$ cat config.mk
export PLATFORM = sky130hd
export DESIGN_NAME = mode_cmd_sequencer
export DESIGN_NICKNAME = d
export VERILOG_FILES = /design/src/rtl/mode_cmd_sequencer.sv
export SDC_FILE = /design/constraint.sdc
export NUM_CORES = 1
export LEC_CHECK = 0
export ABC_AREA = 1
export ABC_CLOCK_PERIOD_IN_PS = 1650
export CORE_UTILIZATION = 46
export DETAILED_ROUTE_END_ITERATION = 10
export PLACE_DENSITY = 0.64
export SETUP_SLACK_MARGIN = 0.2
export SLEW_MARGIN = 20
export SYNTH_ARGS = -nofsm -noshare
export SYNTH_HDL_FRONTEND = slang
export SYNTH_SLANG_ARGS = --single-unit
$ cat constraint.sdc
create_clock -name clk -period 1.65 [get_ports clk]
set_clock_uncertainty 0.05 [all_clocks]
set_input_delay 0.33 -clock clk [delete_from_list [all_inputs] [get_ports clk]]
set_output_delay 0.33 -clock clk [all_outputs]
set_load 0.02 [all_outputs]
$ cat src/rtl/mode_cmd_sequencer.sv
// Button front end for the clock/edit/timer/stopwatch datapath: synchronises and
// hold-qualifies five buttons, grants one by priority, masks by mode and run
// state, and issues single-cycle commands. Also owns mode, run flags and the tick.
module mode_cmd_sequencer #(
  parameter int unsigned HOLD_CYCLES = 15_000_000,
  parameter int unsigned TICK_DIV    = 100_000_000
) (
  input  logic       clk,
  input  logic       reset_n,
  input  logic       btn_reset,
  input  logic       btn_mode,
  input  logic       btn_edit_shift,
  input  logic       btn_inc,
  input  logic       btn_start_stop,
  input  logic       tm_done,
  input  logic       sw_full,
  output logic [1:0] mode,
  output logic [3:0] mode_led,
  output logic       edit_place,
  output logic       cmd_clear,
  output logic       cmd_inc,
  output logic       mode_enter,
  output logic       tm_run,
  output logic       sw_run,
  output logic       tick,
  output logic       busy
);

  localparam int unsigned NBTN   = 5;
  localparam int unsigned HOLD_W = (HOLD_CYCLES > 1) ? $clog2(HOLD_CYCLES + 1) : 1;
  localparam int unsigned TICK_W = (TICK_DIV > 1) ? $clog2(TICK_DIV) : 1;

  // Button bit positions; lower index wins arbitration.
  localparam logic [2:0] B_RST  = 3'd0;
  localparam logic [2:0] B_MODE = 3'd1;
  localparam logic [2:0] B_EDIT = 3'd2;
  localparam logic [2:0] B_INC  = 3'd3;
  localparam logic [2:0] B_SS   = 3'd4;

  localparam logic [1:0] M_CLOCK = 2'd0;
  localparam logic [1:0] M_EDIT  = 2'd1;
  localparam logic [1:0] M_TIMER = 2'd2;
  localparam logic [1:0] M_SW    = 2'd3;

  typedef enum logic [1:0] {
    S_IDLE     = 2'd0,
    S_HOLD     = 2'd1,
    S_FIRE     = 2'd2,
    S_WAIT_REL = 2'd3
  } state_t;

  state_t            state;
  logic [NBTN-1:0]   btn_raw;
  logic [NBTN-1:0]   sync1;
  logic [NBTN-1:0]   sync2;
  logic [NBTN-1:0]   legal_c;
  logic [NBTN-1:0]   req_c;
  logic [2:0]        gnt_c;
  logic [2:0]        grant_q;
  logic              pend_q;
  logic              mode_chg_q;
  logic [HOLD_W-1:0] hold_cnt;
  logic [TICK_W-1:0] tick_cnt;
  logic [1:0]        mode_nxt_c;
  logic              gnt_hi_c;

  assign btn_raw    = {btn_start_stop, btn_inc, btn_edit_shift, btn_mode, btn_reset};
  assign req_c      = sync2 & legal_c;
  assign gnt_hi_c   = sync2[grant_q];
  assign mode_nxt_c = mode + 2'd1;

  function automatic logic [3:0] led_of(input logic [1:0] m);
    led_of = 4'b1000 >> m;
  endfunction

  // Two-flop synchroniser for the asynchronous buttons.
  always_ff @(posedge clk or negedge reset_n) begin
    if (!reset_n) begin
      sync1 <= '0;
      sync2 <= '0;
    end else begin
      sync1 <= btn_raw;
      sync2 <= sync1;
    end
  end

  // Buttons allowed in the current mode and run state.
  always_comb begin
    legal_c = '0;
    case (mode)
      M_CLOCK: legal_c = 5'b00010;
      M_EDIT:  legal_c = 5'b01111;
      M_TIMER: legal_c = tm_run ? 5'b10000 : 5'b11111;
      M_SW:    legal_c = sw_run ? 5'b10000 : 5'b10011;
      default: legal_c = '0;
    endcase
  end

  // Fixed-priority pick among legal requests.
  always_comb begin
    gnt_c = B_RST;
    if      (req_c[B_RST])  gnt_c = B_RST;
    else if (req_c[B_MODE]) gnt_c = B_MODE;
    else if (req_c[B_EDIT]) gnt_c = B_EDIT;
    else if (req_c[B_INC])  gnt_c = B_INC;
    else if (req_c[B_SS])   gnt_c = B_SS;
  end

  // Arbiter FSM with hold qualification, command pulses and mode/run state.
  always_ff @(posedge clk or negedge reset_n) begin
    if (!reset_n) begin
      state      <= S_IDLE;
      grant_q    <= B_RST;
      pend_q     <= 1'b0;
      mode_chg_q <= 1'b0;
      hold_cnt   <= '0;
      mode       <= M_CLOCK;
      mode_led   <= 4'b1000;
      edit_place <= 1'b1;
      cmd_clear  <= 1'b0;
      cmd_inc    <= 1'b0;
      mode_enter <= 1'b0;
      tm_run     <= 1'b0;
      sw_run     <= 1'b0;
      busy       <= 1'b0;
    end else begin
      cmd_clear  <= 1'b0;
      cmd_inc    <= 1'b0;
      mode_enter <= mode_chg_q;
      mode_chg_q <= 1'b0;
      case (state)
        S_IDLE: begin
          if (|req_c) begin
            grant_q  <= gnt_c;
            hold_cnt <= HOLD_W'(1);
            state    <= S_HOLD;
            busy     <= 1'b1;
          end
        end
        S_HOLD: begin
          if (!gnt_hi_c) begin
            state    <= S_IDLE;
            hold_cnt <= '0;
            busy     <= 1'b0;
          end else begin
            if (hold_cnt != HOLD_W'(HOLD_CYCLES)) hold_cnt <= hold_cnt + HOLD_W'(1);
            // Count reaches HOLD_CYCLES on this edge: the command fires now.
            if (hold_cnt >= HOLD_W'(HOLD_CYCLES - 1)) begin
              state <= S_FIRE;
              case (grant_q)
                B_RST:   cmd_clear  <= 1'b1;
                B_INC:   cmd_inc    <= 1'b1;
                B_EDIT:  edit_place <= ~edit_place;
                default: pend_q     <= 1'b1;
              endcase
            end
          end
        end
        S_FIRE: begin
          state <= S_WAIT_REL;
        end
        S_WAIT_REL: begin
          // Deferred actions commit only once every button is released.
          if (sync2 == '0) begin
            state    <= S_IDLE;
            busy     <= 1'b0;
            hold_cnt <= '0;
            pend_q   <= 1'b0;
            if (pend_q) begin
              if (grant_q == B_MODE) begin
                mode       <= mode_nxt_c;
                mode_led   <= led_of(mode_nxt_c);
                tm_run     <= 1'b0;
                sw_run     <= 1'b0;
                mode_chg_q <= 1'b1;
              end else if (mode == M_TIMER) begin
                tm_run <= ~tm_run;
              end else if (mode == M_SW) begin
                sw_run <= ~sw_run;
              end
            end
          end
        end
        default: state <= S_IDLE;
      endcase
      // Datapath stop conditions override any coincident start.
      if (tm_done) tm_run <= 1'b0;
      if (sw_full) sw_run <= 1'b0;
    end
  end

  // Free-running tick divider.
  always_ff @(posedge clk or negedge reset_n) begin
    if (!reset_n) begin
      tick_cnt <= '0;
      tick     <= 1'b0;
    end else begin
      tick <= (tick_cnt == TICK_W'(TICK_DIV - 1));
      if (tick_cnt == TICK_W'(TICK_DIV - 1)) tick_cnt <= '0;
      else                                   tick_cnt <= tick_cnt + TICK_W'(1);
    end
  end

endmodule

After elaboration in Yosys (flattened, before gate mapping)
Index checks and enable logic that the tools add are counted.
- register bits: 82
- latch bits: 0
- RAM bits: 0
- bits in read-only memories: 0
- word-level logic and storage cells: 127
- memories kept: 0
- add/subtract/negate cells: 3
- multipliers: 0
- divide/modulo/power cells: 0
- magnitude comparators: 2
- equal/unequal tests: 20
- shifts and indexed selects: 1
- multiplexer cells: 54
- bitwise logic cells: 4
- reduce and logical (&&, ||, !) cells: 25
- operators with widths (operator ; number):
    24-bit two-way mux ; 4
    24-bit case mux with 3 select lines ; 1
    1-bit two-way mux ; 32
    27-bit by 1-bit adder with 27-bit output, second input constant ; 1
    27-bit equality test, second input constant ; 1
    27-bit two-way mux ; 1
    24-bit by 1-bit adder with 24-bit output, second input constant ; 1
    24-bit >= comparator, second input constant ; 1
    24-bit != test, second input constant ; 1
    5-bit case mux with 4 select lines ; 1
    4-bit AND reduction ; 5
    3-bit two-way mux ; 5
    2-bit nonzero test ; 7
    2-bit != test, second input constant ; 6
    2-bit two-way mux ; 5
    5-bit AND reduction ; 2
    3-bit != test, second input constant ; 3
    3-bit nonzero test ; 3
    2-bit equality test, second input constant ; 4
    2-bit case mux with 4 select lines ; 1
    3-bit by 2-bit equality test with 1-bit output, second input constant ; 2
    5-bit bitwise AND ; 1
    5-bit logical NOT ; 1
    5-bit OR reduction ; 1
    other kinds (15) ; 19

Logic depth before layout (Yosys ltp)
Gate-level depths: netlist of the first run.
- word-level depth: 8
- gate-level depth with buffers: 13
- mapped depth without buffers: 12

Worst setup path after synthesis of the first run
Ideal clock, no wire load.
- kind: flip-flop to flip-flop
- from: reg mode[0]
- to: reg hold_cnt[4]
- setup time: 0.123 ns
- arrival time: 1.820 ns
- path slack: -0.343 ns
- cell stages (with the launch flop): 14
- buffers on the path: 1
- period minus slack after synthesis: 1.993 ns
- path through: dfrtp_1 > inv_2 > ha_1 > nand2_1 > nand2_1 > nand2_1 > nand2_1 > nand2_1 > nand4_2 > nand2_2 > nor2_4 > buf_6 > nand2_1 > nand2_1
- longest elaborated chain between the ends: 6
- ends and longest elaborated chain (element ; RTL line ; RTL):
    start, declared ; 17 ; output logic [1:0] mode,
    start signal, assigned ; 171 ; mode <= mode_nxt_c;
    2-bit equality test (tied with other cells) ; 90 ; case (mode)
    5-bit case mux with 4 select lines (*) ; 90 ;
    5-bit bitwise AND (*) ; 68 ; assign req_c = sync2 & legal_c;
    5-bit OR reduction (*) ; 133 ; if (|req_c) begin
    2-bit != test (no source line) (*) ; n/a ;
    4-bit AND reduction (no source line) (*) ; n/a ;
    end signal, assigned ; 146 ; if (hold_cnt != HOLD_W'(HOLD_CYCLES)) hold_cnt <= hold_cnt + HOLD_W'(1);
    end, declared ; 62 ; logic [HOLD_W-1:0] hold_cnt;
Mark *: on every way between the ends. The rest lies on a longest branch, timed or not.
A chain may end at the register's enable or synchronous reset.

Worst setup path after layout of the first run
- from: reg mode[0]
- to: reg hold_cnt[17]
Same word-level chain as after synthesis.

==> results of run 1 <==
cell families (layout without fill, tap and decap cells):
logic type,count (synthesis),after routing,share of synthesized area
compound gates,55,55,0.0637
fa+ha+maj,14,14,0.0360
simple gates,394,394,0.349
buf+inv,87,265,0.0768
xor+xnor,29,29,0.0522
flops,82,82,0.422
worst max-delay path by stage:
stage | endpoint | depth (start not counted)
after CTS | hold_cnt[17] | 12
after floorplan | hold_cnt[2] | 13
after global routing | hold_cnt[21] | 13
final | hold_cnt[17] | 12
after detailed placement | hold_cnt[1] | 12
after global placement | hold_cnt[2] | 12
cells in the final DEF, fill, tap and decap left out, drive strengths merged, types with 7 or more instances in the layout:
master	n
ha	14
xnor2	9
o21ai	43
clkdlybuf4s50	7
dfrtp	80
nand2	180
buf	161
nand4	22
nor2	106
xor2	20
inv	70
nor3	18
clkbuf	16
nand3	48
nor4	9
metrics by stage:
step                TNS (ns)  hold slack (ns)  worst slack [ns]
CTS                    -3.84            0.299            -0.158
finish                 -5.42            0.299            -0.201
global route           -8.50            0.316            -0.271
global placement       -2.22            0.224            -0.125
detailed placement     -4.46            0.239            -0.201
floorplan              -3.25          -0.0156            -0.148
metal layers:
layer	routed length, um	part of all wire	up-vias	global-route usage
met5	0	0	-	0
met4	620	0.040	0	0.129
met3	711	0.046	59	0.0530
met2	7760	0.50	168	0.480
met1	6300	0.41	2473	0.329
li1	-	-	2467	-
power groups by stage:
stage / Combinational (mW) / Sequential [mW] / Clock (mW)
final: 2.20 / 2.19 / 1.46
after global routing: 2.36 / 2.20 / 1.54
after CTS: 2.01 / 2.17 / 1.48
after detailed placement: 1.68 / 2.19 / 0
after global placement: 1.63 / 2.19 / 0
after floorplan: 0.948 / 2.23 / 0
flip-flops by register name, indices dropped and copies added, names as in the netlist, named ones only:
name and flops:
busy 1, cmd_clear 1, cmd_inc 1, edit_place 1, grant_q 3, hold_cnt 24, mode 2, mode_chg_q 1
mode_enter 1, mode_led 4, pend_q 1, state 1, sw_run 1, sync1 5, sync2 5, tick 1
tick_cnt 27, tm_run 1
cell type report:
cell class,instances,area share
sequential,82,0.278
clock inverter,3,0.00538
clock buffer,12,0.0195
timing repair buffer,180,0.215
inverter,70,0.0380
multi-input combinational,492,0.421
tap,136,0.0229
worst register-to-register path: cells and delay by family, from the launching register on:
kind	cells	cell delay [ns]
buf+inv	3	0.38
flops	1	0.46
simple gates	9	0.87
what timing repair did:
| action | in CTS | in global routing |
|---|---|---|
| pin swaps | 47 | 44 |
| hold endpoints to repair | 25 | 0 |
| hold buffers | 1 | 0 |
| buffers inserted | 38 | 11 |
| setup endpoints to repair | 78 | 75 |
| cloned | 2 | 0 |
| resized for setup | 168 | 87 |
==> flow_metrics.tcl, run 1 <==
set metrics [dict create \
    status "finished with violations" \
    violations "negative setup slack" \
    place_area_um2 6070 \
    async_reset_ff_frac 1.00 \
    finalHoldViolCount 0 \
    p_leak_nw 3.62 \
    p_seq_frac 0.374 \
    cts_root_buf "clkbuf_8" \
    power_density_nw_per_um2 785 \
    cts_buffers 9 \
    area_delta_synth_final_pct 52.7 \
    utilization 0.724 \
    power_switching_mw 2.08 \
    drtIter0Drc 293 \
    dieArea_um2 11000 \
    ir_worst_vdd_mv 0.607 \
    cp_cell_sequence "inv_4, buf_4, nand2_2, nand2_2, nand3_2, nand2_2, nand4_4, nand2_8, nor2_4, buf_12, nand2_1, nand2_1" \
    synth_area_um2 4870 \
    clkPwrFrac 0.249 \
    hold_end "sync2[3]" \
    num_rows 37 \
    slew_viol_final 0 \
    r2r-end "hold_cnt[17]" \
    startpoint "mode[0]" \
    grt_max_degree 32 \
    synth.avg_cell_area_um2 7.37 \
    track_usage 0.276 \
    synth_cells 661 \
    finalNonFillerCells 975 \
    r2r-start "mode[0]" \
    clkTransAtPathRegs_ns 0.08 \
    layout-drive-gt1-share 0.380 \
    ys.flop_type "dfrtp_1" \
    power_frac_comb 0.376 \
    p_int_mw 3.76 \
    pin_count 23 \
    critPathKind "register to register" \
    die_h_um 105 \
    cp_num_buf_inv 3 \
    hold_depth 0 \
    rsz0062_at_grt "yes" \
    worstPathRequired_ns 1.84 \
    drv_cap 0 \
    crit_slowest_cell "dfrtp_2" \
    crit_top_cell "nand2_2" \
    cts_tree "done" \
    port_buffers 22 \
    grt_pass1_wl_um 24400 \
    p_sw_frac 0.357 \
    dpl.hpwl_um 9520 \
    htreeDepth 3 \
    period_share 1.12 \
    firstDrtPassIters 5 \
    synth_area_leaders "dfrtp_1 41%, nand2_1 14%, nor2_1 8.0%" \
    worst_slew_pin_slew_ns 0.397 \
    synth_seq_cells 82 \
    ys_types 39 \
    synth_top_area_frac 0.411 \
    antenna_found_initial 0 \
    wl_per_cell_um 15.8 \
    syn_nets 684 \
    core_region_area_um2 10300 \
    synth-edff-count 0 \
    dp.cells 908 \
    yosys.area.top_type "dfrtp_1" \
    synth_common_cells "179 x nand2_1, 104 x nor2_1, 80 x dfrtp_1" \
    gp_congestion 0.904 \
    ant_nets 0 \
    clock_latency_ns 0.36 \
    post_drt_via_cell_ratio 5.30 \
    die_w_um 105 \
    drcViolationCount 0 \
    reg2reg_depth 12 \
    crit_path_end_kind "register" \
    max_freq_ghz 0.540 \
    hp-start "sync1[3]" \
    antenna_cells 0 \
    cp_top_family "simple AND/OR/NAND/NOR gates" \
    finalPower_mw 5.84 \
    nFillCells 773 \
    fin_crit_ns 1.85 \
    yosys_warnings 0 \
    finalWirelength_um 15400 \
    via_count 5167 \
    multiInputGateArea_um2 3130 \
    arrival_ns 2.04 \
    finalWorstSetupSlack_ns -0.201 \
    start_kind "register" \
    nets 858 \
    critPathMaxFanout 24 \
    stdcell_area_um2 7440 \
    seqCellArea_um2 2070 \
    synth-seq-area-share 0.422 \
    crit_path_max_incr_delay_ns 0.46 \
    finalSetupViolCount 34 \
    yosysMostFrequentCell "nand2_1" \
    grt_pass1_vias 5277 \
    max-slew-margin-rel 0.735 \
    overflow 0 \
    cts_buffer_depth 2 \
    hp-class "register to register" \
    ff2ff_setup_slack_ns -0.20 \
    start_util 0.474 \
    clkSinkCount 82 \
]
Note: power is estimated with default switching activity, not from simulation.
==> inputs of run 2 (changes only) <==
- CTS_BUF_LIST: unset -> sky130_fd_sc_hd__clkbuf_8 sky130_fd_sc_hd__clkbuf_16
==> run 2 against run 1 <==
First-iteration DRC count increased by 4.8%. Largest cell class unchanged. Hold slack better by 0.0018 ns. Fmax fell by 0.34%. Power is 0.20% lower. Core utilization unchanged. Non-clock buffer count did not move. The flow still finishes with violations (negative setup slack). Sequential power hardly changed. Critical path type unchanged. Design area stayed put.
==> flow_metrics.tcl, run 2 (same netlist as run 1, synthesis figures left out) <==
set metrics [dict create \
    ff2ff_setup_slack_ns -0.21 \
    finalSetupViolCount 34 \
    max-slew-margin-rel 0.736 \
    violations "negative setup slack" \
    rsz0062_at_grt "yes" \
    critPathKind "register to register" \
    fin_crit_ns 1.86 \
    clkTransAtPathRegs_ns 0.08 \
    grt_pass1_wl_um 24400 \
    slew_viol_final 0 \
    overflow 0 \
    final_cell_mix "143 x nand2_1, 115 x buf_4, 81 x nor2_1" \
    antenna_cells 0 \
    die_h_um 105 \
    drtIter0Drc 307 \
    regMostFlops "tick_cnt" \
    crit_top_cell "nand2_2" \
    timing.hold.ws_ns 0.300 \
    port_buffers 22 \
    hp-class "register to register" \
    crit_path_end_kind "register" \
    drv_cap 0 \
    nets 858 \
    crit_path_end "hold_cnt[17]" \
    firstDrtPassIters 5 \
    num_rows 37 \
    utilization 0.724 \
    cts_tree "done" \
    place_area_um2 6070 \
    layout-drive-gt1-share 0.380 \
    ir_worst_vdd_mv 0.618 \
    final_common_cell "nand2_1" \
    power_density_nw_per_um2 784 \
    wl_per_cell_um 15.7 \
    stdcell_area_um2 7440 \
    place_ws_ns -0.201 \
    cts_buffers 9 \
    track_usage 0.276 \
    dpl.hpwl_um 9520 \
    largest_reg_flops 27 \
    start_util 0.474 \
    antenna_found_initial 0 \
    max_freq_ghz 0.538 \
    finalNonFillerCells 975 \
    finalWirelength_um 15300 \
    status "finished with violations" \
    dp.cells 908 \
    fin_setup_tns_ns -5.63 \
    post_drt_via_cell_ratio 5.30 \
    p_leak_nw 3.63 \
    largestRegisters "tick_cnt: 27 flops, hold_cnt: 24 flops" \
    critPathMaxFanout 24 \
    htreeDepth 3 \
    arrival_ns 2.05 \
    cts_root_buf "clkbuf_8" \
    clock_latency_ns 0.36 \
    gp_congestion 0.904 \
    cp_cell_sequence "inv_4, buf_4, nand2_2, nand2_2, nand3_2, nand2_2, nand4_4, nand2_8, nor2_4, buf_12, nand2_1, nand2_1" \
    r2r-start "mode[0]" \
    finalWorstSetupSlack_ns -0.208 \
    reg2reg_depth 12 \
    core_region_area_um2 10300 \
    grt_pass1_vias 5277 \
    pin_count 23 \
    clkSinkCount 82 \
    grt_max_degree 32 \
    die_w_um 105 \
    via_count 5165 \
    worst_slew_pin_slew_ns 0.396 \
    worstPathRequired_ns 1.84 \
    dieArea_um2 11000 \
    startpoint "mode[0]" \
    finalPower_mw 5.83 \
    period_share 1.13 \
    crit_path_max_incr_delay_ns 0.46 \
    crit_slowest_cell "dfrtp_2" \
    cts_buffer_depth 2 \
    drcViolationCount 0 \
    finalHoldViolCount 0 \
    area_delta_synth_final_pct 52.7 \
    r2r-end "hold_cnt[17]" \
    start_kind "register" \
    ant_nets 0 \
]
## run 2: cell count changes in the layout (fill, tap and decap cells not counted), sizes merged
cell and change:
inv +2, clkbuf -2
## run 2: worst max-delay path: cells and delay by family, from the launching register on
| kind | cells | cell delay, ns |
|---|---|---|
| flops | 1 | 0.46 |
| buf+inv | 3 | 0.38 |
| simple gates | 9 | 0.86 |
## run 2: final cells by class
class                           count  area, um2
Clock buffer                       10        138
Tap cell                          136        170
Multi-Input combinational cell    492       3130
Fill cell                         773       2840
Inverter                           70        283
Clock inverter                      5       47.5
Timing Repair Buffer              180       1600
Sequential cell                    82       2070
## run 2: what timing repair did
item	in CTS	in global routing
gates resized for setup	168	87
cloned	2	0
endpoints found under the setup margin	78	75
hold buffers	1	0
pin swaps	47	44
hold endpoints to repair	25	0
setup buffers	38	11
## run 2: worst min path at each step
stage	start	endpoint	slack, ns	cells after the start
final	sync1[3]	sync2[3]	0.30	0
after global routing	mode_chg_q	mode_enter	0.32	0
after CTS	sync1[3]	sync2[3]	0.30	0
after detailed placement	reset_n	hold_cnt[11]	0.24	1
after global placement	reset_n	hold_cnt[8]	0.22	1
after floorplan	reset_n	asynchronous set/reset pin	-0.02	0
## run 2: power by group
group | total, mW | switching, mW | internal (mW)
clock | 1.44 | 0.724 | 0.718
sequential | 2.19 | 0.0835 | 2.10
combinational | 2.20 | 1.28 | 0.925
total | 5.83 | 2.08 | 3.74
## run 2: layer usage
metal | wire [um] | share of wire | up-vias | global-route usage
met5 | 0 | 0 | - | 0
met4 | 632 | 0.041 | 0 | 0.129
met3 | 688 | 0.045 | 61 | 0.0530
met2 | 7700 | 0.50 | 168 | 0.480
met1 | 6320 | 0.41 | 2469 | 0.329
li1 | - | - | 2467 | -
